`src/rtl/axil_regbank_if.sv`:
```
// rtl/axil_regbank_if.sv - AXI4-Lite bus bundle between the processor port and the register bank

interface axil_regbank_if;
  logic [31:0] awaddr;
  logic [2:0]  awprot;
  logic        awvalid;
  logic        awready;
  logic [31:0] wdata;
  logic [3:0]  wstrb;
  logic        wvalid;
  logic        wready;
  logic [1:0]  bresp;
  logic        bvalid;
  logic        bready;
  logic [31:0] araddr;
  logic [2:0]  arprot;
  logic        arvalid;
  logic        arready;
  logic [31:0] rdata;
  logic [1:0]  rresp;
  logic        rvalid;
  logic        rready;

  modport slave (
    input  awaddr, awprot, awvalid, wdata, wstrb, wvalid, bready,
    input  araddr, arprot, arvalid, rready,
    output awready, wready, bresp, bvalid, arready, rdata, rresp, rvalid
  );

  modport master (
    output awaddr, awprot, awvalid, wdata, wstrb, wvalid, bready,
    output araddr, arprot, arvalid, rready,
    input  awready, wready, bresp, bvalid, arready, rdata, rresp, rvalid
  );
endinterface

```
`src/rtl/axil_regbank.sv`:
```
// rtl/axil_regbank.sv - AXI4-Lite register bank with ID, scratch, control, status and cycle counter

module axil_regbank #(
  parameter logic [31:0] ID_VALUE = 32'h4B32_5D01
) (
  input  logic          Clk,
  input  logic          reset_rtl_0,
  axil_regbank_if.slave S_AXI,
  output logic [7:0]    ctrl_out,
  input  logic [7:0]    status_in
);

  localparam logic [9:0] IDX_ID       = 10'd0;
  localparam logic [9:0] IDX_SCRATCH  = 10'd1;
  localparam logic [9:0] IDX_CTRL     = 10'd2;
  localparam logic [9:0] IDX_STATUS   = 10'd3;
  localparam logic [9:0] IDX_CYCLE_LO = 10'd4;
  localparam logic [9:0] IDX_CYCLE_HI = 10'd5;

  localparam logic [1:0] RESP_OKAY   = 2'b00;
  localparam logic [1:0] RESP_SLVERR = 2'b10;

  logic        aw_held;
  logic        w_held;
  logic [9:0]  aw_idx;
  logic [31:0] w_data;
  logic [3:0]  w_strb;
  logic        aw_hs;
  logic        w_hs;
  logic        ar_hs;
  logic        do_write;
  logic [1:0]  wr_resp;
  logic [9:0]  ar_idx;
  logic [31:0] rd_data;
  logic [1:0]  rd_resp;
  logic [31:0] scratch_q;
  logic [7:0]  ctrl_q;
  logic [7:0]  status_q;
  logic [7:0]  status_clr;
  logic [63:0] cycle_cnt;
  logic [31:0] cycle_hi_snap;
  logic        unused_bits;

  // Readys are combinational so they drop during reset and rise on the very first cycle after it
  assign S_AXI.awready = ~reset_rtl_0 & ~aw_held & ~S_AXI.bvalid;
  assign S_AXI.wready  = ~reset_rtl_0 & ~w_held  & ~S_AXI.bvalid;
  assign S_AXI.arready = ~reset_rtl_0 & ~S_AXI.rvalid;

  assign aw_hs    = S_AXI.awvalid & S_AXI.awready;
  assign w_hs     = S_AXI.wvalid  & S_AXI.wready;
  assign ar_hs    = S_AXI.arvalid & S_AXI.arready;
  assign ar_idx   = S_AXI.araddr[11:2];
  assign do_write = aw_held & w_held;
  assign wr_resp  = (aw_idx <= IDX_CYCLE_HI) ? RESP_OKAY : RESP_SLVERR;

  assign status_clr = (do_write && aw_idx == IDX_STATUS && w_strb[0]) ? w_data[7:0] : 8'h00;
  assign ctrl_out   = ctrl_q;

  // Only the word index selects a register; protection and the rest of the address are don't-care
  assign unused_bits = ^{S_AXI.awprot, S_AXI.arprot,
                         S_AXI.awaddr[31:12], S_AXI.awaddr[1:0],
                         S_AXI.araddr[31:12], S_AXI.araddr[1:0]};

  // Write channel: hold AW and W independently, commit and respond once both are present
  always_ff @(posedge Clk or posedge reset_rtl_0) begin
    if (reset_rtl_0) begin
      aw_held      <= 1'b0;
      w_held       <= 1'b0;
      aw_idx       <= '0;
      w_data       <= '0;
      w_strb       <= '0;
      S_AXI.bvalid <= 1'b0;
      S_AXI.bresp  <= RESP_OKAY;
    end else begin
      if (S_AXI.bvalid && S_AXI.bready) begin
        S_AXI.bvalid <= 1'b0;
      end
      if (do_write) begin
        aw_held      <= 1'b0;
        w_held       <= 1'b0;
        S_AXI.bvalid <= 1'b1;
        S_AXI.bresp  <= wr_resp;
      end else begin
        if (aw_hs) begin
          aw_held <= 1'b1;
          aw_idx  <= S_AXI.awaddr[11:2];
        end
        if (w_hs) begin
          w_held <= 1'b1;
          w_data <= S_AXI.wdata;
          w_strb <= S_AXI.wstrb;
        end
      end
    end
  end

  // SCRATCH and CTRL updates with byte enables
  always_ff @(posedge Clk or posedge reset_rtl_0) begin
    if (reset_rtl_0) begin
      scratch_q <= '0;
      ctrl_q    <= '0;
    end else if (do_write) begin
      if (aw_idx == IDX_SCRATCH) begin
        for (int b = 0; b < 4; b++) begin
          if (w_strb[b]) scratch_q[8*b +: 8] <= w_data[8*b +: 8];
        end
      end
      if (aw_idx == IDX_CTRL && w_strb[0]) begin
        ctrl_q <= w_data[7:0];
      end
    end
  end

  // STATUS: sticky set from status_in, write-one-to-clear; a coincident set beats the clear
  always_ff @(posedge Clk or posedge reset_rtl_0) begin
    if (reset_rtl_0) begin
      status_q <= '0;
    end else begin
      status_q <= (status_q & ~status_clr) | status_in;
    end
  end

  // Free-running 64-bit cycle counter
  always_ff @(posedge Clk or posedge reset_rtl_0) begin
    if (reset_rtl_0) begin
      cycle_cnt <= '0;
    end else begin
      cycle_cnt <= cycle_cnt + 64'd1;
    end
  end

  // Reading CYCLE_LO freezes the upper half so a following CYCLE_HI read forms a coherent pair
  always_ff @(posedge Clk or posedge reset_rtl_0) begin
    if (reset_rtl_0) begin
      cycle_hi_snap <= '0;
    end else if (ar_hs && ar_idx == IDX_CYCLE_LO) begin
      cycle_hi_snap <= cycle_cnt[63:32];
    end
  end

  // Read decode of the current register contents
  always_comb begin
    rd_data = '0;
    rd_resp = RESP_OKAY;
    case (ar_idx)
      IDX_ID:       rd_data = ID_VALUE;
      IDX_SCRATCH:  rd_data = scratch_q;
      IDX_CTRL:     rd_data = {24'h0, ctrl_q};
      IDX_STATUS:   rd_data = {24'h0, status_q};
      IDX_CYCLE_LO: rd_data = cycle_cnt[31:0];
      IDX_CYCLE_HI: rd_data = cycle_hi_snap;
      default:      rd_resp = RESP_SLVERR;
    endcase
  end

  // Read channel: register the response on AR handshake, hold it until accepted
  always_ff @(posedge Clk or posedge reset_rtl_0) begin
    if (reset_rtl_0) begin
      S_AXI.rvalid <= 1'b0;
      S_AXI.rdata  <= '0;
      S_AXI.rresp  <= RESP_OKAY;
    end else begin
      if (S_AXI.rvalid && S_AXI.rready) begin
        S_AXI.rvalid <= 1'b0;
      end
      if (ar_hs) begin
        S_AXI.rvalid <= 1'b1;
        S_AXI.rdata  <= rd_data;
        S_AXI.rresp  <= rd_resp;
      end
    end
  end

endmodule

```
`src/flat_wrapper.sv`:
```
// flat-port wrapper written by rule: the top's interface ports become plain ports
module axil_regbank_flat 
#(
  parameter logic [31:0] ID_VALUE = 32'h4B32_5D01
)
  (Clk, reset_rtl_0, ctrl_out, status_in, S_AXI_awaddr, S_AXI_awprot, S_AXI_awvalid, S_AXI_wdata, S_AXI_wstrb, S_AXI_wvalid, S_AXI_bready, S_AXI_araddr, S_AXI_arprot, S_AXI_arvalid, S_AXI_rready, S_AXI_awready, S_AXI_wready, S_AXI_bresp, S_AXI_bvalid, S_AXI_arready, S_AXI_rdata, S_AXI_rresp, S_AXI_rvalid);
  axil_regbank_if S_AXI_i ();
  input  logic Clk;
  input  logic reset_rtl_0;
  output logic [7:0] ctrl_out;
  input  logic [7:0] status_in;
  input wire logic [$bits(S_AXI_i.awaddr)-1:0] S_AXI_awaddr;
  input wire logic [$bits(S_AXI_i.awprot)-1:0] S_AXI_awprot;
  input wire logic [$bits(S_AXI_i.awvalid)-1:0] S_AXI_awvalid;
  input wire logic [$bits(S_AXI_i.wdata)-1:0] S_AXI_wdata;
  input wire logic [$bits(S_AXI_i.wstrb)-1:0] S_AXI_wstrb;
  input wire logic [$bits(S_AXI_i.wvalid)-1:0] S_AXI_wvalid;
  input wire logic [$bits(S_AXI_i.bready)-1:0] S_AXI_bready;
  input wire logic [$bits(S_AXI_i.araddr)-1:0] S_AXI_araddr;
  input wire logic [$bits(S_AXI_i.arprot)-1:0] S_AXI_arprot;
  input wire logic [$bits(S_AXI_i.arvalid)-1:0] S_AXI_arvalid;
  input wire logic [$bits(S_AXI_i.rready)-1:0] S_AXI_rready;
  output wire logic [$bits(S_AXI_i.awready)-1:0] S_AXI_awready;
  output wire logic [$bits(S_AXI_i.wready)-1:0] S_AXI_wready;
  output wire logic [$bits(S_AXI_i.bresp)-1:0] S_AXI_bresp;
  output wire logic [$bits(S_AXI_i.bvalid)-1:0] S_AXI_bvalid;
  output wire logic [$bits(S_AXI_i.arready)-1:0] S_AXI_arready;
  output wire logic [$bits(S_AXI_i.rdata)-1:0] S_AXI_rdata;
  output wire logic [$bits(S_AXI_i.rresp)-1:0] S_AXI_rresp;
  output wire logic [$bits(S_AXI_i.rvalid)-1:0] S_AXI_rvalid;
  assign S_AXI_i.awaddr = S_AXI_awaddr;
  assign S_AXI_i.awprot = S_AXI_awprot;
  assign S_AXI_i.awvalid = S_AXI_awvalid;
  assign S_AXI_i.wdata = S_AXI_wdata;
  assign S_AXI_i.wstrb = S_AXI_wstrb;
  assign S_AXI_i.wvalid = S_AXI_wvalid;
  assign S_AXI_i.bready = S_AXI_bready;
  assign S_AXI_i.araddr = S_AXI_araddr;
  assign S_AXI_i.arprot = S_AXI_arprot;
  assign S_AXI_i.arvalid = S_AXI_arvalid;
  assign S_AXI_i.rready = S_AXI_rready;
  assign S_AXI_awready = S_AXI_i.awready;
  assign S_AXI_wready = S_AXI_i.wready;
  assign S_AXI_bresp = S_AXI_i.bresp;
  assign S_AXI_bvalid = S_AXI_i.bvalid;
  assign S_AXI_arready = S_AXI_i.arready;
  assign S_AXI_rdata = S_AXI_i.rdata;
  assign S_AXI_rresp = S_AXI_i.rresp;
  assign S_AXI_rvalid = S_AXI_i.rvalid;
  axil_regbank #(.ID_VALUE(ID_VALUE)) u_core (.Clk(Clk), .reset_rtl_0(reset_rtl_0), .S_AXI(S_AXI_i), .ctrl_out(ctrl_out), .status_in(status_in));
endmodule
```
`config.mk`:
```
export PLATFORM = sky130hd
export DESIGN_NAME = axil_regbank_flat
export DESIGN_NICKNAME = d
export VERILOG_FILES = /design/src/rtl/axil_regbank_if.sv /design/src/rtl/axil_regbank.sv /design/src/flat_wrapper.sv
export SDC_FILE = /design/constraint.sdc
export NUM_CORES = 1
export LEC_CHECK = 0
export CORE_MARGIN = 2
export CORE_UTILIZATION = 61
export CTS_BUF_LIST = sky130_fd_sc_hd__clkbuf_8
export DETAILED_ROUTE_END_ITERATION = 10
export DONT_BUFFER_PORTS = 1
export GPL_TIMING_DRIVEN = 0
export PLACE_DENSITY = 0.78
export SETUP_SLACK_MARGIN = 0.15
export SLEW_MARGIN = 5
export SYNTH_ARGS = -nofsm -noshare
export SYNTH_HDL_FRONTEND = slang
export SYNTH_SLANG_ARGS = --single-unit
```
`constraint.sdc`:
```
create_clock -name Clk -period 10.4 [get_ports Clk]
set_clock_uncertainty 0.05 [all_clocks]
set_input_delay 2.08 -clock Clk [delete_from_list [all_inputs] [get_ports Clk]]
set_output_delay 2.08 -clock Clk [all_outputs]
set_load 0.01 [all_outputs]
```
==> qor.csv <==
stage;metric;value;unit
floorplan;die area;17600;sq um
grt;global-route wire length before repair;36900;microns
sta;final setup vio count;0;
synthesis;xor and xnor area share after synthesis;5.39;%
synthesis;Ys Warns;0;
sta;fmax;0.219;GHz
clock_tree;CTS Buf Count;38;
setup_path;critical path class;in2out;
sta;Final Hold Vio Count;0;
clock_tree;CTS H-tree depth;2;
setup_path;Crit. End Element;output port;
synthesis;Syn Area/Cell;12.5;sq um
synthesis;Synth Cell Area;10100;sq um
synthesis;fraction of the mapped netlist area in compound gates;6.28;%
grt;gr ovfl total;0;
sta;Hold Worst Slack;434;ps
power;power per cell area;182;nW/um^2
grt;vias in the first global route;6905;
route;DR vias;6641;
clock_tree;clock tree buffer depth;3;
outcome;outcome;complete, no violations;
grt;largest net degree at the start of global routing;125;
sta;RSZ-0062 raised after global routing;false;
clock_tree;post-CTS setup buffers;0;
synthesis;largest family of logic cells by synthesized area;multiplexers;
synthesis;post-synthesis mux area share;17.7;%
synthesis;area leader, netlist;dfrtp_1;
sta;fin crit share;43.9;%
clock_tree;clk_lat worst skew;530;ps
placed_design;Routability Congestion;0.901;
sta;setup ws final;5830;ps
synthesis;ys async rst share;100;%
floorplan;Initial Utilization;61.7;%
clock_tree;clock-pin slew on the worst setup and hold paths;60;ps
floorplan;die width;133;microns
synthesis;Syn Inst Count;805;
synthesis;Synth Flop Type;dfrtp_1;
final_layout;layout cells sized above 1;24.4;%
clock_tree;CTS tree;yes;
grt;GRT Util Overall;26.9;%
power;Final Power;2.03;mW
setup_path;reg2reg end;u_core.cycle_cnt[56];
route;post-route ant nets;0;
route;drt total wl;23200;microns
setup_path;FF-to-FF Start;u_core.cycle_cnt[0];
placed_design;post-place setup slack;5830;ps
synthesis;Synth area leaders;dfrtp_1, mux2_2, mux2_4;
synthesis;sequential-to-total area share from yosys stat;56.6;%
placed_design;post-detail-place hpwl;16400;microns
setup_path;Slowest-stage cell, CP;nor3_1;
floorplan;FP Rows;47;
final_layout;nets;969;
route;DRT Pass-1 Iters;7;
route;routed len/inst;21.2;microns
setup_path;crit-path leading delay family;simple AND/OR/NAND/NOR gates;
sta;Max Slew Vio Count;0;
setup_path;WP data arrival;2440;ps
hold_path;worst min path class;reg2reg;
run;# Max-Cap Violations;0;
floorplan;IO Pins;170;
final_layout;P&R area growth vs syn;10.5;%
route;Initial DRC Count;548;
synthesis;Post-Synth Adder-Cell Area;0.124;%
hold_path;hold path startpoint;u_core.cycle_cnt[63];
grt;initial antenna violation count;0;
final_layout;final core utilization;68.2;%
route;vias per inst;6.08;
synthesis;share of the synthesized area in the top cell type;56.6;%
sta;Final min period;4570;ps
final_layout;# diodes;0;
hold_path;Hold Path Stages;1;
clock_tree;Hold-fix buffers, CTS;0;
clock_tree;post-cts resize count;0;
hold_path;hold worst-path end;u_core.cycle_cnt[63];
synthesis;EDFF count, synth;0;
final_layout;# fillers;1211;
setup_path;worst r2r path cells;6;
setup_path;crit-path max FO;4;
clock_tree;CTS Sinks;228;
setup_path;Cell Chain, Critical Path;nor3_1;
floorplan;core area;16300;sq um
setup_path;CP max stage delay;350;ps
setup_path;r2r setup slk;7740;ps
setup_path;startpoint class of the critical path;input port;
synthesis;Post-Synth Simple-Gate Area;11.8;%
sta;final setup TNS;0;ps
setup_path;CP required;8270;ps
sta;worst-margin pin slew;889;ps
route;DRC viols;0;
setup_path;Worst Path Buf+Inv;0;
synthesis;synthesized flop and latch total;228;
clock_tree;root buffer cell;clkbuf_8;
power;Leak;5.26;nW
synthesis;post-synth cell types;52;
placed_design;Port Buf Inserts;0;
floorplan;DIE HEIGHT;133;microns
power;maximum vdd drop;0.0000932;V
sta;relative slew slack;40.7;%
==> area by class of cell <==
type | count | area [sq um] | area share [%]
Clock inverter | 16 | 61.3 | 0.550
Buffer | 31 | 169 | 1.52
Sequential cell | 228 | 5710 | 51.2
Tap cell | 220 | 275 | 2.47
Inverter | 10 | 45.0 | 0.404
Timing Repair Buffer | 1 | 27.5 | 0.247
Multi-Input combinational cell | 537 | 4180 | 37.5
Clock buffer | 50 | 688 | 6.17
==> placed cells by master, fill, tap and decap left out, types with 24 or more instances in the layout <==
cell type  instances
nand4_1           24
xor2_1            30
a21oi_1           27
mux2_2           100
nor2_1            26
mux2_4            30
inv_1             24
dfrtp_1          228
clkbuf_8          50
xnor2_1           32
nand2_1           71
==> worst register-to-register path: stages, from the launching register on <==
cell	delay [ps]
dfrtp_1	430
ha_1	270
nand2_1	100
nor4_1	740
nand3_1	470
nor3_1	330
xor2_1	180
==> cells by family (layout without fill, tap and decap cells) <==
family                     Yosys count  count (layout)
AOI/OAI and AO/OA                   99              99
adders and majority gates            1               1
other                                1               2
muxes                              151             151
xor gates and xnor gates            62              62
buffers and inverters               41             108
DFF                                228             228
and+or+nand+nor                    222             222
==> sequential cells by signal (all words and copies together) (netlist names), 8 cells and up <==
name and flops:
u_core.aw_idx 10, u_core.cycle_hi_snap 32, u_core.status_q 8, u_core.cycle_cnt 64
u_core.w_data 32, u_core.S_AXI.rdata 32, u_core.ctrl_out 8, u_core.scratch_q 32
==> worst max-delay path by stage <==
stage / startpoint / end / cells past startpoint
detailed placement: reset_rtl_0 / S_AXI_awready / 1
finish: reset_rtl_0 / S_AXI_awready / 1
CTS: reset_rtl_0 / S_AXI_awready / 1
global route: reset_rtl_0 / S_AXI_awready / 1
floorplan: reset_rtl_0 / u_core.S_AXI.bresp[1] / 1
global placement: reset_rtl_0 / u_core.scratch_q[13] / 1
==> routing by layer <==
layer / share of wire (%) / routed length (microns) / up-vias / global-route usage, %
met1: 41 / 9490 / 3357 / 34.8
met3: 6.7 / 1550 / 60 / 5.79
met4: 3.9 / 897 / 0 / 12.8
li1: - / - / 2969 / -
met5: 0 / 0 / - / 0
met2: 48 / 11200 / 255 / 43.8
==> per-stage QoR <==
step / area, sq um / cells
after floorplan: 10100 / 806
after global placement: 10400 / 1026
after detailed placement: 10400 / 1027
after CTS: 11100 / 1093
after global routing: 11100 / 1093
final: 11100 / 1093
==> synth_stat cells (5+ instances only) <==
cell / n
nor2_1: 26
a21o_1: 10
and3_1: 14
nand3_1: 21
xor2_1: 30
buf_2: 6
mux2i_1: 21
a2bb2oi_1: 12
inv_1: 10
mux2_4: 30
o21ai_1: 14
mux2_2: 100
and2_1: 5
o21ai_0: 14
clkbuf_1: 16
nand4_1: 24
and4_1: 6
a22oi_1: 6
nor3_1: 21
xnor2_1: 32
a21oi_1: 27
a22o_1: 5
nor4_1: 6
nand2_1: 71
a221oi_1: 6
dfrtp_1: 228
==> power by group <==
group          internal (mW)  switching (mW)
registers              0.990          0.0726
clock network          0.426           0.341
logic                  0.107          0.0899
total                   1.52           0.503
(Power assumes the default switching activity.)
